[config.mk]
export PLATFORM = sky130hd
export DESIGN_NAME = serial_accumulator
export DESIGN_NICKNAME = d
export VERILOG_FILES = /design/src/rtl/serial_accumulator.sv
export SDC_FILE = /design/constraint.sdc
export NUM_CORES = 1
export LEC_CHECK = 0
export ABC_AREA = 1
export BUFFER_PORTS_ARGS = -buffer_cell sky130_fd_sc_hd__buf_2
export CORE_MARGIN = 2
export CORE_UTILIZATION = 50
export CTS_CLUSTER_DIAMETER = 50
export DETAILED_ROUTE_END_ITERATION = 8
export MAX_ROUTING_LAYER = met4
export PLACE_DENSITY = 0.74
export SETUP_SLACK_MARGIN = 0.2
export SLEW_MARGIN = 5
export SYNTH_ARGS = -nofsm -noshare
export SYNTH_HDL_FRONTEND = slang
export SYNTH_SLANG_ARGS = --single-unit
[constraint.sdc]
create_clock -name w_DPG -period 2.85 [get_ports w_DPG]
set_clock_uncertainty 0.05 [all_clocks]
set_input_delay 0.57 -clock w_DPG [delete_from_list [all_inputs] [get_ports w_DPG]]
set_output_delay 0.57 -clock w_DPG [all_outputs]
set_load 0.01 [all_outputs]
[src/rtl/serial_accumulator.sv]
// Bit-serial accumulator: consumes the main-store stream LSB first on the DPG beat
// clock, performs LDN/SUB/ZERO serially and commits the result at the first flyback beat.
module serial_accumulator #(
    parameter int WORD_BITS    = 32,
    parameter int FLYBACK_TIME = 4
) (
    input  logic                                      w_DPG,
    input  logic                                      w_RST_N,
    input  logic                                      w_MS_DATA_IN,
    input  logic [1:0]                                b_A_OP,
    input  logic                                      w_A_OP_VALID,
    output logic                                      w_A_DATA_OUT,
    output logic [WORD_BITS-1:0]                      b_A_VALUE,
    output logic                                      w_A_NEG,
    output logic                                      w_A_OVF,
    output logic                                      w_A_BUSY,
    output logic [$clog2(WORD_BITS+FLYBACK_TIME):0]   b_A_BEAT,
    output logic                                      w_A_BEAT0
);

    localparam int PERIOD = WORD_BITS + FLYBACK_TIME;
    localparam int BW     = $clog2(PERIOD) + 1;
    localparam int IW     = (WORD_BITS > 1) ? $clog2(WORD_BITS) : 1;

    localparam logic [BW-1:0] LAST_BEAT = BW'(PERIOD - 1);
    localparam logic [BW-1:0] COMMIT_BEAT = BW'(WORD_BITS);
    localparam logic [BW-1:0] MSB_BEAT = BW'(WORD_BITS - 1);

    typedef enum logic [1:0] {
        OP_HOLD = 2'b00,
        OP_LDN  = 2'b01,
        OP_SUB  = 2'b10,
        OP_ZERO = 2'b11
    } op_t;

    logic [BW-1:0]        r_beat;
    logic [WORD_BITS-1:0] r_acc;
    logic [WORD_BITS-1:0] r_shadow;
    logic                 r_borrow;
    op_t                  r_op;
    logic                 r_busy;
    logic                 r_ovf;
    logic                 r_ovfPend;
    logic                 r_dout;

    logic          w_beatZero;
    logic          w_dataBeat;
    logic          w_lastBeat;
    logic          w_start;
    logic          w_step;
    op_t           w_activeOp;
    logic [IW-1:0] w_idx;
    logic          w_a;
    logic          w_bin;
    logic          w_r;
    logic          w_bout;
    logic          w_ovfBit;

    // At beat 0 the op has not been latched yet, so bit 0 works from the request itself.
    always_comb begin
        w_beatZero = (r_beat == '0);
        w_dataBeat = (r_beat < COMMIT_BEAT);
        w_lastBeat = (r_beat == MSB_BEAT);
        w_idx      = r_beat[IW-1:0];
        w_start    = w_beatZero && w_A_OP_VALID && (b_A_OP != OP_HOLD);
        w_step     = w_start || (r_busy && w_dataBeat);
        w_activeOp = w_beatZero ? op_t'(b_A_OP) : r_op;
        w_bin      = w_beatZero ? 1'b0 : r_borrow;
        w_a        = 1'b0;
        w_r        = 1'b0;
        w_bout     = 1'b0;
        w_ovfBit   = 1'b0;
        if (w_dataBeat && (w_activeOp == OP_SUB)) begin
            w_a = r_acc[w_idx];
        end
        case (w_activeOp)
            OP_LDN, OP_SUB: begin
                w_r    = w_a ^ w_MS_DATA_IN ^ w_bin;
                w_bout = (~w_a & (w_MS_DATA_IN | w_bin)) | (w_MS_DATA_IN & w_bin);
                // LDN is SUB from zero, so one sign rule covers both.
                w_ovfBit = (w_a != w_MS_DATA_IN) && (w_r != w_a);
            end
            default: begin
                w_r    = 1'b0;
                w_bout = 1'b0;
            end
        endcase
    end

    always_ff @(posedge w_DPG or negedge w_RST_N) begin
        if (!w_RST_N) begin
            r_beat    <= '0;
            r_acc     <= '0;
            r_shadow  <= '0;
            r_borrow  <= 1'b0;
            r_op      <= OP_HOLD;
            r_busy    <= 1'b0;
            r_ovf     <= 1'b0;
            r_ovfPend <= 1'b0;
            r_dout    <= 1'b0;
        end else begin
            r_beat <= (r_beat == LAST_BEAT) ? '0 : r_beat + 1'b1;
            r_dout <= w_dataBeat ? r_acc[w_idx] : 1'b0;
            if (w_start) begin
                r_busy <= 1'b1;
                r_op   <= op_t'(b_A_OP);
            end
            if (w_step) begin
                r_shadow[w_idx] <= w_r;
                r_borrow        <= w_bout;
                if (w_lastBeat) begin
                    r_ovfPend <= w_ovfBit;
                end
            end
            // Final borrow is dropped: the result is taken modulo 2^WORD_BITS.
            if (r_busy && (r_beat == COMMIT_BEAT)) begin
                r_acc  <= r_shadow;
                r_ovf  <= r_ovfPend;
                r_busy <= 1'b0;
            end
        end
    end

    assign w_A_DATA_OUT = r_dout;
    assign b_A_VALUE    = r_acc;
    assign w_A_NEG      = r_acc[WORD_BITS-1];
    assign w_A_OVF      = r_ovf;
    assign w_A_BUSY     = r_busy;
    assign b_A_BEAT     = r_beat;
    assign w_A_BEAT0    = (r_beat == '0);

endmodule

==> impl_metrics.yaml <==
sta:
  setup_violations: 0
  drv_slew: 0
  finalHoldViolCount: 0
  slew_headroom: 0.366
  max_freq_mhz: 379
  whs_ns: 0.302
  post-route-period-util: 0.926
  worstMarginPinSlew_ns: 0.951
  period_minus_slack_ns: 2.64
  setup_tns_ns: 0
  rsz0062_at_grt: "yes"
worst_setup_path:
  critPathTopFamily: "adder cells"
  crit_path_end_kind: "register"
  cp_common_cell: "inv_2"
  r2r_start: "b_A_BEAT[0]$_DFF_PN0_"
  crit_path_max_incr_delay_ns: 0.51
  worstPathCellList: "clkinv_4 > ha_4 > nand3_4 > mux2i_1 > ha_2 > inv_2 > nor2_4 > nand2_2 > fa_1 > nor2_1 > inv_2 > buf_12 > o21ai_0"
  critPathBufInv: 4
  critPathRequiredTime_ns: 3.08
  slowest_stage: "fa_1"
  worstSetupPathType: "reg -> reg"
  crit_cells: 13
  worstRegToRegCells: 13
  crit_fanout: 16
  r2r_setup_slack_ns: 0.21
  cp-start-kind: "register"
  r2r-end: "r_shadow[0]$_DFFE_PN0P_"
  arrival_ns: 2.86
global_routing:
  grt_max_degree: 79
  first_global_vias: 2957
  grt-ovfl-total: 0
  antenna_found_initial: 0
  grt_usage: 0.225
  grt_pass1_wl_mm: 14.1
placement:
  hpwl_mm: 5.66
  gp_congestion: 0.888
  port_buffers: 49
  placed_cells: 592
detailed_routing:
  antenna_left: 0
  drcViolationCount: 0
  wirelength_mm: 8.73
  wl_per_cell_um: 14.1
  vias: 3158
  vias_per_cell: 5.10
  drt_iter0_drc: 159
  drt_first_pass_iters: 4
synth:
  synth_edf_count: 0
  synth-xor-area-share: 0.00470
  synth-seq-cells: 78
  synth_common_cells: "nand2_1 (138), dfrtp_1 (78), inv_1 (48), nand3_1 (48), o21ai_0 (41)"
  synth_area_um2: 3730
  yosysWarnings: 0
  synth.top_cell.area_share: 0.523
  syn_avg_cell_area_um2: 8.23
  syn-num-nets: 465
  synthMostInstantiatedCell: "nand2_1"
  synth-simple-area-share: 0.259
  synth_mux_area_frac: 0.00268
  ys_top_cells_by_area: "dfrtp_1 (52%), nand2_1 (14%), nand3_1 (6.4%)"
  yosysTopAreaCell: "dfrtp_1"
  synth_fa_ha_area_frac: 0.0221
  ys.flop_type: "dfrtp_1"
  async_flop_share: 1.00
  synth-compound-area-share: 0.0990
  yosysSeqAreaShare: 0.523
  ys_types: 32
  syn_inst: 453
  synth_top_family_by_area: "simple AND/OR/NAND/NOR gates"
worst_hold_path:
  min_path_type: "in -> async"
clock_network:
  cts_htree_levels: 3
  clk_pin_slew_ns: 0.08
  clockBufferDepth: 2
  ctsHoldBuffers: 0
  cts_buffers: 9
  clkSinkCount: 78
  cts_tree: "done"
  clock_latency_ns: 0.36
  cts-root-buf: "clkbuf_8"
final_layout:
  layout-drive-gt1-share: 0.238
  area_delta_synth_final_pct: 20.4
  diodes: 0
  stdcell_count: 619
  nets: 528
die:
  dieHeight_um: 90.4
  fp-row-count: 31
  die_w_um: 90.4
  dieArea_um2: 8170
  ioPinCount: 50
  core_area_um2: 7250
  initial_utilization: 0.514
pwr:
  leakagePower_uw: 0.00226
  clkPwrFrac: 0.305
  p_comb_frac: 0.189
  ir_drop_v: 0.000400
  p_seq_frac: 0.506
  p_int_uw: 1890
  power_per_cell_area_nw_per_um2: 598
  swShare: 0.294
  p_sw_uw: 790
job:
  cap_violations: 0
run_status:
  status: "complete, no violations"
[flip-flops by register name, summed over array words and instances, names as in the netlist]
register      flops
r_borrow          1
b_A_BEAT          7
w_A_BUSY          1
r_op              2
w_A_OVF           1
b_A_VALUE        32
r_shadow         32
w_A_DATA_OUT      1
r_ovfPend         1
[area by class of cell]
type / count / area, µm²
timing repair buffer: 76 / 488
multi-input combinational: 300 / 1540
sequential: 78 / 1950
clock inverter: 4 / 47.5
tap: 99 / 124
inverter: 51 / 199
fill: 663 / 2760
clock buffer: 11 / 141
[worst max-delay path by stage]
stage / from / to / slack (ns)
detailed placement: b_A_BEAT[3]$_DFF_PN0_ / r_shadow[0]$_DFFE_PN0P_ / 0.09
finish: b_A_BEAT[0]$_DFF_PN0_ / r_shadow[0]$_DFFE_PN0P_ / 0.21
CTS: b_A_BEAT[3]$_DFF_PN0_ / r_shadow[0]$_DFFE_PN0P_ / 0.21
global route: b_A_BEAT[0]$_DFF_PN0_ / r_shadow[0]$_DFFE_PN0P_ / 0.09
floorplan: b_A_BEAT[0]$_DFF_PN0_ / r_shadow[10]$_DFFE_PN0P_ / 0.03
global placement: b_A_BEAT[3]$_DFF_PN0_ / r_shadow[0]$_DFFE_PN0P_ / 0.23
[stage by stage]
stage,setup slack (ns),instance area (µm²),utilization,power [µW]
2_1_floorplan,0.0318,3800,-,1660
3_3_place_gp,0.230,4120,0.567,1810
3_5_place_dp,0.0885,4120,0.567,1830
4_1_cts,0.208,4340,0.598,2650
5_1_grt,0.0885,4490,0.619,2830
6_report,0.211,4490,0.619,2680
[per-layer routing]
metal  GRT usage  routed length [µm]
met5           -                   0
met1       0.285                3970
met2       0.354                4100
met3      0.0484                 490
met4      0.0962                 168
[power by group through the flow]
stage | registers, µW | logic, µW | clock network, µW
2_1_floorplan | 1400 | 259 | 0
3_3_place_gp | 1370 | 440 | 0
3_5_place_dp | 1380 | 452 | 0
4_1_cts | 1360 | 454 | 837
5_1_grt | 1380 | 577 | 877
6_report | 1360 | 509 | 819
[kinds of logic (layout without fill, tap and decap cells)]
family	after synthesis	count (layout)
flops	78	78
compound gates	73	73
buf+inv	75	142
fa+ha+maj	6	6
mux	1	1
simple gates	218	218
xor+xnor	2	2
[worst register-to-register path, delay by kind of cell (launching register included)]
kind	cells	cell delay, ns
and+or+nand+nor	4	0.40
AOI/OAI and AO/OA	1	0.17
buffers and inverters	4	0.42
DFF	1	0.43
muxes	1	0.20
adders and majority gates	3	0.90
[cells in the final DEF, fill, tap and decap left out, types with 3 or more instances in the layout]
master and instances:
o21ai_0 37, o21ai_1 20, buf_2 48, nor2_2 3, dfrtp_1 77, nor2_1 12
nand2_1 137, ha_1 3, nor3_1 5, a21oi_1 3, o21ai_2 12, inv_2 3
inv_1 46, buf_4 24, nand3_1 48, clkbuf_8 10
[repair_timing]
| item | 4_1_cts | 5_1_grt |
|---|---|---|
| endpoints found under the hold margin | 0 | 0 |
| endpoints found under the setup margin | 33 | 33 |
| pin swaps | 4 | 5 |
| buffers inserted | 4 | 6 |
| resized for setup | 2 | 22 |
| cloned | 0 | 2 |
No activity file was read; power rests on OpenSTA's default activity.
